==> src/rtl/rr_resource_arbiter.sv <==
// Round-robin arbiter for one shared multi-cycle resource: bounded hold time and a one-cycle turnaround between owners.
// Grant appears 1 cycle after req is sampled; res_ready gates new grants only and never revokes a current one.
module rr_resource_arbiter #(
  parameter  int N_REQ    = 4,
  parameter  int HOLD_MAX = 8,
  localparam int IDW      = $clog2(N_REQ),
  localparam int CNTW     = $clog2(HOLD_MAX + 1)
) (
  input  logic             clk,
  input  logic             rst_n,
  input  logic [N_REQ-1:0] req,
  input  logic [N_REQ-1:0] done,
  input  logic             res_ready,
  output logic [N_REQ-1:0] gnt,
  output logic [IDW-1:0]   gnt_id,
  output logic             gnt_valid,
  output logic             timeout
);

  typedef enum logic [1:0] {
    IDLE    = 2'd0,
    OWN     = 2'd1,
    RELEASE = 2'd2
  } state_t;

  state_t           state, state_nxt;
  logic [N_REQ-1:0] gnt_nxt;
  logic [IDW-1:0]   gnt_id_nxt;
  logic [IDW-1:0]   ptr, ptr_nxt;
  logic [CNTW-1:0]  cnt, cnt_nxt;
  logic             timeout_nxt;

  logic             win_vld;
  logic [IDW-1:0]   win_id;
  logic [IDW-1:0]   cand;
  int               win_idx;

  // Scan from the far end back towards ptr so the candidate closest to ptr is written last and wins.
  always_comb begin
    win_vld = 1'b0;
    win_id  = '0;
    win_idx = 0;
    cand    = '0;
    for (int k = N_REQ - 1; k >= 0; k--) begin
      win_idx = int'(ptr) + k;
      if (win_idx >= N_REQ) win_idx = win_idx - N_REQ;
      cand = IDW'(win_idx);
      if (req[cand]) begin
        win_vld = 1'b1;
        win_id  = cand;
      end
    end
  end

  always_comb begin
    state_nxt   = state;
    gnt_nxt     = gnt;
    gnt_id_nxt  = gnt_id;
    cnt_nxt     = cnt;
    ptr_nxt     = ptr;
    timeout_nxt = 1'b0;
    case (state)
      IDLE, RELEASE: begin
        gnt_nxt = '0;
        if (win_vld && res_ready) begin
          state_nxt        = OWN;
          gnt_nxt[win_id]  = 1'b1;
          gnt_id_nxt       = win_id;
          cnt_nxt          = CNTW'(1);
        end else begin
          state_nxt = IDLE;
        end
      end
      OWN: begin
        // ptr advances on leaving OWN, so the RELEASE cycle already arbitrates past the old owner.
        if (done[gnt_id] || !req[gnt_id]) begin
          state_nxt = RELEASE;
          gnt_nxt   = '0;
          ptr_nxt   = (gnt_id == IDW'(N_REQ - 1)) ? '0 : gnt_id + IDW'(1);
        end else if (cnt == CNTW'(HOLD_MAX)) begin
          state_nxt   = RELEASE;
          gnt_nxt     = '0;
          ptr_nxt     = (gnt_id == IDW'(N_REQ - 1)) ? '0 : gnt_id + IDW'(1);
          timeout_nxt = 1'b1;
        end else begin
          cnt_nxt = cnt + CNTW'(1);
        end
      end
      default: begin
        state_nxt = IDLE;
        gnt_nxt   = '0;
      end
    endcase
  end

  // timeout is visible during the turnaround cycle in which the grant has been revoked.
  always_ff @(posedge clk or negedge rst_n) begin
    if (!rst_n) begin
      state   <= IDLE;
      gnt     <= '0;
      gnt_id  <= '0;
      cnt     <= '0;
      ptr     <= '0;
      timeout <= 1'b0;
    end else begin
      state   <= state_nxt;
      gnt     <= gnt_nxt;
      gnt_id  <= gnt_id_nxt;
      cnt     <= cnt_nxt;
      ptr     <= ptr_nxt;
      timeout <= timeout_nxt;
    end
  end

  assign gnt_valid = |gnt;

endmodule

==> config.mk <==
export PLATFORM = sky130hd
export DESIGN_NAME = rr_resource_arbiter
export DESIGN_NICKNAME = d
export VERILOG_FILES = /design/src/rtl/rr_resource_arbiter.sv
export SDC_FILE = /design/constraint.sdc
export NUM_CORES = 1
export LEC_CHECK = 0
export BUFFER_PORTS_ARGS = -buffer_cell sky130_fd_sc_hd__buf_2
export CAP_MARGIN = 20
export CORE_MARGIN = 2
export CORE_UTILIZATION = 54
export CTS_BUF_LIST = sky130_fd_sc_hd__clkbuf_4 sky130_fd_sc_hd__clkbuf_8
export DETAILED_ROUTE_END_ITERATION = 12
export PLACE_DENSITY = 0.78
export SLEW_MARGIN = 20
export SYNTH_ARGS = -nofsm -noshare
export SYNTH_HDL_FRONTEND = slang
export SYNTH_SLANG_ARGS = --single-unit
export TNS_END_PERCENT = 50
==> constraint.sdc <==
create_clock -name clk -period 2.05 [get_ports clk]
set_input_delay 0.41 -clock clk [delete_from_list [all_inputs] [get_ports clk]]
set_output_delay 0.41 -clock clk [all_outputs]
set_load 0.05 [all_outputs]
After elaboration in Yosys (flattened, before gate mapping). Index checks and enable logic that the tools add are counted.

Register bits: 15. Latch bits: 0. Memory bits (writable): 0. Bits in read-only memories: 0. Bits of input ports: 11. Output and inout bits: 8. Logic and storage cells: 90. Memories kept: 0.

$add $sub $neg: 9. Multiply operators: 0. Div/mod/pow operators: 0. Magnitude comparators: 11. Eq/ne operators: 8. Shift-type cells: 0. Muxes and demuxes: 44. Bitwise gates (word level): 0. Reduce and logical (&&, ||, !) cells: 12.

Operator list (count): 2-bit two-way mux (13); 4-bit two-way mux (6); 2-bit by 3-bit less-than comparator with 1-bit output, second input constant (6); 4-bit one-hot mux with 2 select lines (2); 1-bit two-way mux (15); 1-bit binary-select mux with 2-bit select (6); 3-bit greater-or-equal comparator, second input constant (3); 2-bit by 1-bit subtractor with 2-bit output, second input constant (4); 2-bit by 2-bit adder with 3-bit output, second input constant (2); 2-bit inequality test, second input constant (3); 4-bit by 1-bit adder with 4-bit output, second input constant (1); 2-bit equality test, second input constant (2); 4-bit equality test, second input constant (1); 2-bit one-hot mux with 2 select lines (1); 2-bit AND reduction (2); 4-bit AND reduction (1); 2-bit nonzero test (2); 4-bit OR reduction (1); 2-bit by 1-bit adder with 3-bit output, second input constant (1); 2-bit by 3-bit greater-or-equal comparator with 1-bit output, second input constant (1); 3-bit inequality test, second input constant (1); 2-bit by 1-bit adder with 2-bit output, second input constant (1); 1-bit demux with 2-bit select (1); 2-bit by 1-bit equality test with 1-bit output, second input constant (1); 6 further kinds (7).

Depth between registers and ports, before layout. Gate-level depths: netlist (run 1).

Word-level depth: 15. Gate-level depth with buffers: 6. Gate-level depth less buffers: 5.

Worst setup path after synthesis (run 1). No wires, ideal clock.

Path kind: reg2reg. Start point: register gnt_id[1]. End point: register ptr[0]. Library setup time: 128 ps. Arrival time: 1812 ps. Required time: 1922 ps. Setup slack: 110 ps. Stages on the path, launching flop included: 4. Path buffers: 0. Period minus slack after synthesis: 1940 ps. Path through: dfrtp_1 -> mux4_2 -> a21boi_2 -> mux2_1.

Word-level cells in the longest chain between the ends: 6. Elaborated cells on any way between the ends: 12. Those cells by class: eq/ne (1); mux (7); reduce/logical (4).

Ends and longest elaborated chain: start: declaration (line 15) `output logic [IDW-1:0] gnt_id,`; start signal: assignment (line 108) `gnt_id <= gnt_id_nxt;`; 1-bit binary-select mux with 2-bit select (line 76) `if (done[gnt_id] || !req[gnt_id]) begin`; 1-bit two-way mux (implied by the code) (line 76); 1-bit zero test (line 76); 1-bit logical OR (line 76); 2-bit nonzero test (no source line); 2-bit AND reduction (no source line); end signal: assignment (line 110) `ptr <= ptr_nxt;`; end: declaration (line 29) `logic [IDW-1:0] ptr, ptr_nxt;`.

Several ways; a longest one is shown, not always the timed one. The select of a mux whose other input is x is not followed. A chain may end at the register's enable or synchronous reset.

Final worst setup path (run 1).
Start point: register gnt[1]. End point: output port gnt_valid.

Word-level cells in the longest chain between the ends: 1.

Ends and longest elaborated chain: start: declaration (line 14) `output logic [N_REQ-1:0] gnt,`; start signal: assignment (line 107) `gnt <= gnt_nxt;`; 4-bit OR reduction (line 115) `assign gnt_valid = |gnt;`; end: declaration (line 16) `output logic gnt_valid,`.

No other way between the ends.

==> results.txt, run 1 <==
Final Skew -> 0.00296 ns
slew of the pin with the lowest slew margin -> 0.695 ns
Avg Cell Area, Syn -> 11.5 sq um
CP endpoint kind -> output pin
Pleak -> 0.470 nW
post-synthesis sequential area ratio -> 46.2%
Worst R2R Path Depth -> 3
number of remaining DRC errors -> 0
die extent in y -> 42.8 um
Post-Synthesis Cells -> 71
Post-Syn Area -> 813 sq um
most frequent cells in the layout -> 18 x buf_2, 15 x dfrtp_1, 6 x nand2_1, 4 x nor2_1, 4 x mux2i_1
Max-Slew Margin vs Limit -> 53.6%
maximum vdd drop -> 0.839 mV
initial drt markers -> 13
largest net degree at the start of global routing -> 16
r2r endpoint -> ptr[0]
commonest non-fill, non-tap cell in the layout -> buf_2
PD cells -> 1320 mW/mm^2
status -> finished, final reports clean
Clock Path Buffers -> 2
Final ANT Viol Nets -> 0
Fmax -> 550 MHz
First-pass DRT Iterations -> 4
final setup TNS -> 0 ns
IO buf count -> 18
clock latency on the worst-skew pair -> 0.29 ns
cts bufs inserted -> 3
final hold viol count -> 0
Vias/cell -> 5.81
RD Place Congestion -> 0.850
count of cell types in the netlist -> 32
reg-to-reg slack, setup -> 0.36 ns
FP Rows -> 14
Synth Warn # -> 0
Post-CTS Repair Setup Buffers -> 0
# fillers -> 118
critical path type -> reg2out
final max-slew violation count -> 0
starting density of the core -> 55.9%
I/O pins -> 19
Root Buffer -> clkbuf_4
nets -> 106
Clock Pin Slew Worst Setup and Hold Paths -> 0.09 ns
via count -> 622
CP Max Fanout -> 3
cell total after placement -> 103
DPL Wire Length -> 1210 um
TritonCTS clock tree -> done
Die Wd -> 42.8 um
Setup crit start kind -> flip-flop
Routed wire per std cell -> 15.0 um
Clock Sinks -> 15
Die ar. -> 0.00183 sq mm
max-cap viol count -> 0
cts repair resizes -> 0
share of cells above drive strength 1 -> 33.0%
antenna violations before repair -> 0
Period minus WS final -> 1.82 ns
Global Route Usage Sum -> 20.9%
RSZ-0062 raised after global routing -> false
Area Overhead vs Synth -> 14.9%
Layout Cells excl Fill -> 107
core footprint -> 0.00145 sq mm
first-pass GRT wire length -> 2640 um
critical path required time -> 1.64 ns
Synth Register Bits -> 15
# diodes -> 0
Tcrit/Tclk final -> 88.7%
wirelength, routed -> 1600 um
vias in the first global route -> 591
Syn Nets -> 85
data arrival time of the worst path -> 1.41 ns
final setup fails -> 0
hold_ws -> 0.00883 ns
total grt overflow -> 0
CTS H-tree depth -> 1
hold_buf cts -> 0
RR Startpoint -> gnt_id[1]
Hold Crit Class -> in2async
synth_stat cells:
cell | n | area share, %
nor2_1 | 4 | 1.8
or2_2 | 1 | 0.77
mux2_1 | 3 | 4.2
and2b_2 | 1 | 1.1
mux2i_1 | 4 | 4.9
and3b_1 | 1 | 1.1
buf_2 | 1 | 0.61
nor3b_1 | 1 | 0.92
a21oi_1 | 1 | 0.61
buf_6 | 1 | 1.4
a22o_1 | 1 | 1.1
nor2b_2 | 2 | 2.2
a221oi_1 | 1 | 1.1
nand2b_1 | 3 | 2.3
o31ai_2 | 1 | 1.5
a21boi_2 | 1 | 1.4
and3_1 | 1 | 0.77
nor2b_1 | 2 | 1.5
nand2_1 | 6 | 2.8
mux4_2 | 1 | 2.8
nand3b_1 | 2 | 1.8
nand4_1 | 2 | 1.5
and3_4 | 1 | 1.4
inv_1 | 2 | 0.92
dfrtp_1 | 15 | 46
a32o_1 | 1 | 1.2
o2bb2ai_1 | 3 | 3.2
and2b_1 | 1 | 0.92
ha_1 | 3 | 4.6
or4_1 | 2 | 1.8
o31ai_1 | 1 | 0.92
nand3_1 | 1 | 0.61
cell families after synthesis:
family / after synthesis / synth area share [%]
adder cells (fa/ha/maj): 3 / 4.62
AND/OR/NAND/NOR: 31 / 23.4
buffers and inverters: 4 / 2.92
flip-flops: 15 / 46.2
multiplexers: 8 / 11.8
AO/OA/AOI/OAI: 10 / 11.1
critical path: stages (launching register included):
cell     delay (ns)
dfrtp_1        0.40
or4_1          0.51
buf_2          0.22
worst max-delay path by stage:
stage,startpoint,end,slack [ns],depth (start not counted)
CTS,gnt[1],gnt_valid,0.22,2
global route,gnt[1],gnt_valid,0.15,2
global placement,req[3],ptr[0],0.18,5
finish,gnt[1],gnt_valid,0.23,2
detailed placement,req[3],ptr[1],0.15,5
floorplan,gnt_id[1],ptr[0],0.11,3
where the power goes:
part / leakage, nW / internal (mW) / switching (mW)
Combinational: 0.259 / 0.216 / 0.365
Clock: 0.0177 / 0.0725 / 0.0975
Sequential: 0.193 / 0.390 / 0.0953
layout make-up:
type	count	area (sq um)	share of cell area, %
clock buffer	3	22.5	2.41
clock inverter	1	5.00	0.535
inverter	2	7.51	0.803
multi-input combinational	52	414	44.3
sequential	15	375	40.2
tap	16	20.0	2.14
timing repair buffer	18	90.1	9.64
metal layers:
layer  track usage [%]  part of all wire, %  vias to the layer above
li1                  -                    -                      298
met1              25.2                   44                      307
met2              32.4                   51                       13
met3              6.38                  3.1                        4
met4              12.5                  1.5                        0
met5                 0                    0                        -
sequential cells by signal (all words and copies together), names as in the netlist:
register / cells
gnt: 4
timeout: 1
state: 2
cnt: 4
ptr: 2
gnt_id: 2
metrics by stage:
| stage | worst slack [ns] | total power [mW] | area, sq um | util [%] |
|---|---|---|---|---|
| detailed placement | 0.147 | 1.07 | 907 | 62.4 |
| CTS | 0.223 | 1.25 | 935 | 64.3 |
| global route | 0.150 | 1.32 | 935 | 64.3 |
| global placement | 0.177 | 1.06 | 907 | 62.4 |
| floorplan | 0.110 | 0.936 | 813 | - |
| finish | 0.231 | 1.24 | 935 | 64.3 |
No activity file was read; power rests on OpenSTA's default activity.
==> run 2: changes to the inputs <==
- CORE_UTILIZATION: 54 -> 58
- PLACE_DENSITY: 0.78 -> 0.85
- clock period: 2.05 -> 2.15 ns (I/O delays scaled with it)
==> results.txt, run 2 (synthesis gave the netlist of run 1 again) <==
routing usage on met1 -> 28.4%
CTS H-tree depth -> 1
TritonCTS clock tree -> done
Tcrit/Tclk final -> 86.0%
Layout Cells excl Fill -> 106
Area Overhead vs Synth -> 15.1%
RSZ-0062 raised after global routing -> false
First-pass DRT Iterations -> 4
cell total after placement -> 102
Clock Path Buffers -> 2
core footprint -> 0.00130 sq mm
final max-slew violation count -> 0
PD cells -> 1270 mW/mm^2
total grt overflow -> 0
Clock Sinks -> 15
Root Buffer -> clkbuf_4
initial drt markers -> 6
maximum vdd drop -> 0.822 mV
FP Rows -> 13
cts repair resizes -> 0
I/O pins -> 19
Setup crit start kind -> flip-flop
Max-Slew Margin vs Limit -> 56.1%
max-cap viol count -> 0
Clock Pin Slew Worst Setup and Hold Paths -> 0.08 ns
largest net degree at the start of global routing -> 16
Critical Path Max Stage Delay -> 0.50 ns
wirelength, routed -> 1580 um
critical path type -> reg2out
CP Max Fanout -> 3
status -> finished, final reports clean
hold_buf cts -> 0
Hold Crit Class -> in2async
Final Skew -> 0.00862 ns
most frequent cells in the layout -> 18 x buf_2, 15 x dfrtp_1, 6 x nand2_1
CP delay by family, top -> simple AND/OR/NAND/NOR gates
Final ANT Viol Nets -> 0
CP max-delay cell -> or4_1
critical path required time -> 1.72 ns
share of cells above drive strength 1 -> 33.0%
Vias/cell -> 5.79
data arrival time of the worst path -> 1.42 ns
starting density of the core -> 62.5%
cts bufs inserted -> 3
crit-path cells -> or4_1 > buf_2
Routed wire per std cell -> 14.9 um
RD Place Congestion -> 0.867
clock latency on the worst-skew pair -> 0.28 ns
Period minus WS final -> 1.85 ns
final setup fails -> 0
# diodes -> 0
first-pass GRT wire length -> 2970 um
Global Route Usage Sum -> 22.8%
Fmax -> 541 MHz
gr busiest metal -> met2
nets -> 106
via count -> 614
DPL Wire Length -> 1230 um
number of remaining DRC errors -> 0
slew of the pin with the lowest slew margin -> 0.658 ns
Buf+Inv Stages, Crit Path -> 1
Pleak -> 0.471 nW
final setup TNS -> 0 ns
Post-CTS Repair Setup Buffers -> 0
Regs by FF count -> cnt: 4 flops, gnt: 4 flops
Die Wd -> 41.4 um
antenna violations before repair -> 0
met2 Resource Use GR -> 37.2%
CP endpoint kind -> output pin
global-route track usage on met3 -> 8.26%
final hold viol count -> 0
commonest non-fill, non-tap cell in the layout -> buf_2
vias in the first global route -> 627
# fillers -> 101
IO buf count -> 18
Die ar. -> 0.00172 sq mm
die extent in y -> 41.4 um
run 2: metal layers:
metal	up-vias	wire length [um]	part of all wire, %
met5	-	0	0
li1	304	-	-
met3	2	60	3.8
met2	15	818	52
met4	0	9	0.57
met1	293	692	44
run 2: cell type report:
| type | count | area (sq um) | share of cell area, % |
|---|---|---|---|
| multi-input combinational | 52 | 414 | 44.3 |
| sequential | 15 | 375 | 40.1 |
| timing repair buffer | 18 | 90.1 | 9.63 |
| clock buffer | 4 | 30.0 | 3.21 |
| tap | 15 | 18.8 | 2.01 |
| inverter | 2 | 7.51 | 0.802 |
run 2: path summary, 6_finish.rpt:
kind,start,endpoint,slack [ns],cells after the start
max in group asynchronous,rst_n,gnt_id[1],1.86,1
min in group clk,cnt[3],cnt[3],0.48,1
min,rst_n,cnt[2],0.03,1
max,gnt[0],gnt_valid,0.30,2
min reg2reg,cnt[3],cnt[3],0.48,1
max reg2reg,gnt_id[1],ptr[0],0.45,3
run 2: stage by stage:
step | area, sq um | setup slack, ns | hold WS, ns | power [mW] | utilization [%]
floorplan | 813 | 0.210 | 0.134 | 0.892 | -
global placement | 906 | 0.262 | 0.341 | 1.00 | 69.6
detailed placement | 906 | 0.228 | 0.345 | 1.02 | 69.6
CTS | 936 | 0.305 | 0.0275 | 1.20 | 71.9
global route | 936 | 0.239 | 0.0460 | 1.28 | 71.9
finish | 936 | 0.302 | 0.0325 | 1.18 | 71.9
run 2: report_power, final:
part	total (mW)	internal (mW)	switching, mW
clock	0.167	0.0847	0.0820
sequential	0.464	0.372	0.0928
combinational	0.553	0.206	0.347
total	1.18	0.662	0.522
run 2: worst reg2reg max path, cell delays in order, from the launching register on:
cell and delay [ns]:
dfrtp_1 0.43, mux4_2 0.60, a21boi_2 0.22, mux2_1 0.34
==> run 3: changes to the inputs <==
- BUFFER_PORTS_ARGS: -buffer_cell sky130_fd_sc_hd__buf_2 -> -buffer_cell sky130_fd_sc_hd__buf_4
==> results.txt, run 3 (synthesis gave the netlist of run 1 again) <==
Tcrit/Tclk final -> 84.8%
FP Rows -> 13
DPL Wire Length -> 1250 um
CP endpoint kind -> output pin
Final ANT Viol Nets -> 0
antenna violations before repair -> 0
crit-path cells -> or4_1 > buf_4
final setup slack of the worst path -> 0.326 ns
Logic pwr share -> 48.6%
Period minus WS final -> 1.82 ns
first-pass GRT wire length -> 2880 um
I/O pins -> 19
cts repair resizes -> 0
RSZ-0062 raised after global routing -> false
cts bufs inserted -> 3
max-cap viol count -> 0
CTS H-tree depth -> 1
Clock Sinks -> 15
data arrival time of the worst path -> 1.39 ns
sw frac -> 44.1%
First-pass DRT Iterations -> 4
starting density of the core -> 62.5%
critical path type -> reg2out
Routed wire per std cell -> 15.6 um
CP delay by family, top -> simple AND/OR/NAND/NOR gates
slew of the pin with the lowest slew margin -> 0.640 ns
via count -> 637
Global Route Usage Sum -> 21.7%
Hold Crit Class -> reg2reg
commonest non-fill, non-tap cell in the layout -> buf_4
Pleak -> 0.484 nW
Buf+Inv Stages, Crit Path -> 1
PD cells -> 1230 mW/mm^2
area of the multi-input gates -> 414 sq um
Root Buffer -> clkbuf_4
die extent in y -> 41.4 um
Place WS -> 0.233 ns
Layout Cells excl Fill -> 107
CP max-delay cell -> or4_1
Int Pwr -> 680 uW
Die Wd -> 41.4 um
hold path start -> cnt[3]
clock latency on the worst-skew pair -> 0.28 ns
TritonCTS clock tree -> done
final setup TNS -> 0 ns
most frequent cells in the layout -> 18 x buf_4, 15 x dfrtp_1, 6 x nand2_1, 4 x nor2_1, 4 x mux2i_1
critical path required time -> 1.72 ns
Critical Path Start -> gnt[0]
largest net degree at the start of global routing -> 16
Regs by FF count -> cnt: 4 flops, gnt: 4 flops
Max-Slew Margin vs Limit -> 57.4%
# fillers -> 85
Clock power frac -> 13.2%
RR Startpoint -> gnt_id[1]
nets -> 107
wirelength, routed -> 1670 um
RD Place Congestion -> 0.874
Setup crit start kind -> flip-flop
Die ar. -> 0.00172 sq mm
Clock Path Buffers -> 2
Vias/cell -> 5.95
hold_ws -> 0.504 ns
cell total after placement -> 102
core footprint -> 0.00130 sq mm
NetSw -> 536 uW
number of remaining DRC errors -> 0
Fmax -> 548 MHz
total grt overflow -> 0
Clock Pin Slew Worst Setup and Hold Paths -> 0.09 ns
Area Overhead vs Synth -> 21.5%
CP Max Fanout -> 3
final hold viol count -> 0
share of cells above drive strength 1 -> 32.6%
Final Skew -> 0.00295 ns
Critical Path Max Stage Delay -> 0.50 ns
final setup fails -> 0
status -> finished, final reports clean
IO buf count -> 18
final max-slew violation count -> 0
initial drt markers -> 21
vias in the first global route -> 613
Seq pwr share -> 38.1%
Tot Pwr -> 1.22 mW
FF/Latch Area -> 375 sq um
# diodes -> 0
maximum vdd drop -> 0.817 mV
[run 3: area by class of cell]
| cell class | count | area share [%] |
|---|---|---|
| clock inverter | 1 | 0.506 |
| sequential | 15 | 38.0 |
| inverter | 2 | 0.759 |
| clock buffer | 3 | 2.28 |
| multi-input combinational | 52 | 41.9 |
| tap | 15 | 1.90 |
| timing repair buffer | 19 | 14.7 |
[run 3: power groups by stage]
stage	Sequential (mW)	Combinational (mW)	Clock [mW]
after global placement	0.463	0.580	0
after floorplan	0.563	0.329	0
after CTS	0.462	0.593	0.164
after global routing	0.477	0.633	0.174
final	0.464	0.592	0.161
after detailed placement	0.469	0.589	0
[run 3: worst register-to-register path: stages (launching register included)]
cell and delay [ns]:
dfrtp_1 0.44, mux4_2 0.60, a21boi_2 0.23, mux2_1 0.34
[run 3: timing repair]
action                                  4_1_cts  5_1_grt
hold buffers                                  1        0
setup buffers                                 0        0
endpoints found under the setup margin        0        0
hold endpoints to repair                     15        0
[run 3: layer usage]
| metal | vias up | share of wire (%) | global-route usage, % |
|---|---|---|---|
| li1 | 302 | - | - |
| met1 | 311 | 43 | 27.5 |
| met2 | 20 | 52 | 35.9 |
| met3 | 4 | 3.4 | 3.04 |
| met4 | 0 | 1.6 | 11.0 |
| met5 | - | 0 | 0 |
[run 3: path summary, 6_finish.rpt]
| kind | to | slack, ns | cells after the start |
|---|---|---|---|
| worst max-delay path | gnt_valid | 0.33 | 2 |
| worst min-delay path | cnt[3] | 0.50 | 1 |
| worst max register to register | ptr[0] | 0.43 | 3 |
| worst min register to register | cnt[3] | 0.50 | 1 |
| max in group asynchronous | gnt[3] | 1.42 | 2 |
| min in group asynchronous | timeout | 0.56 | 2 |
[run 3: through the flow]
step	util, %	instance area [sq um]
floorplan	-	813
global placement	73.1	951
detailed placement	73.1	951
CTS	76.0	988
global route	76.0	988
finish	76.0	988
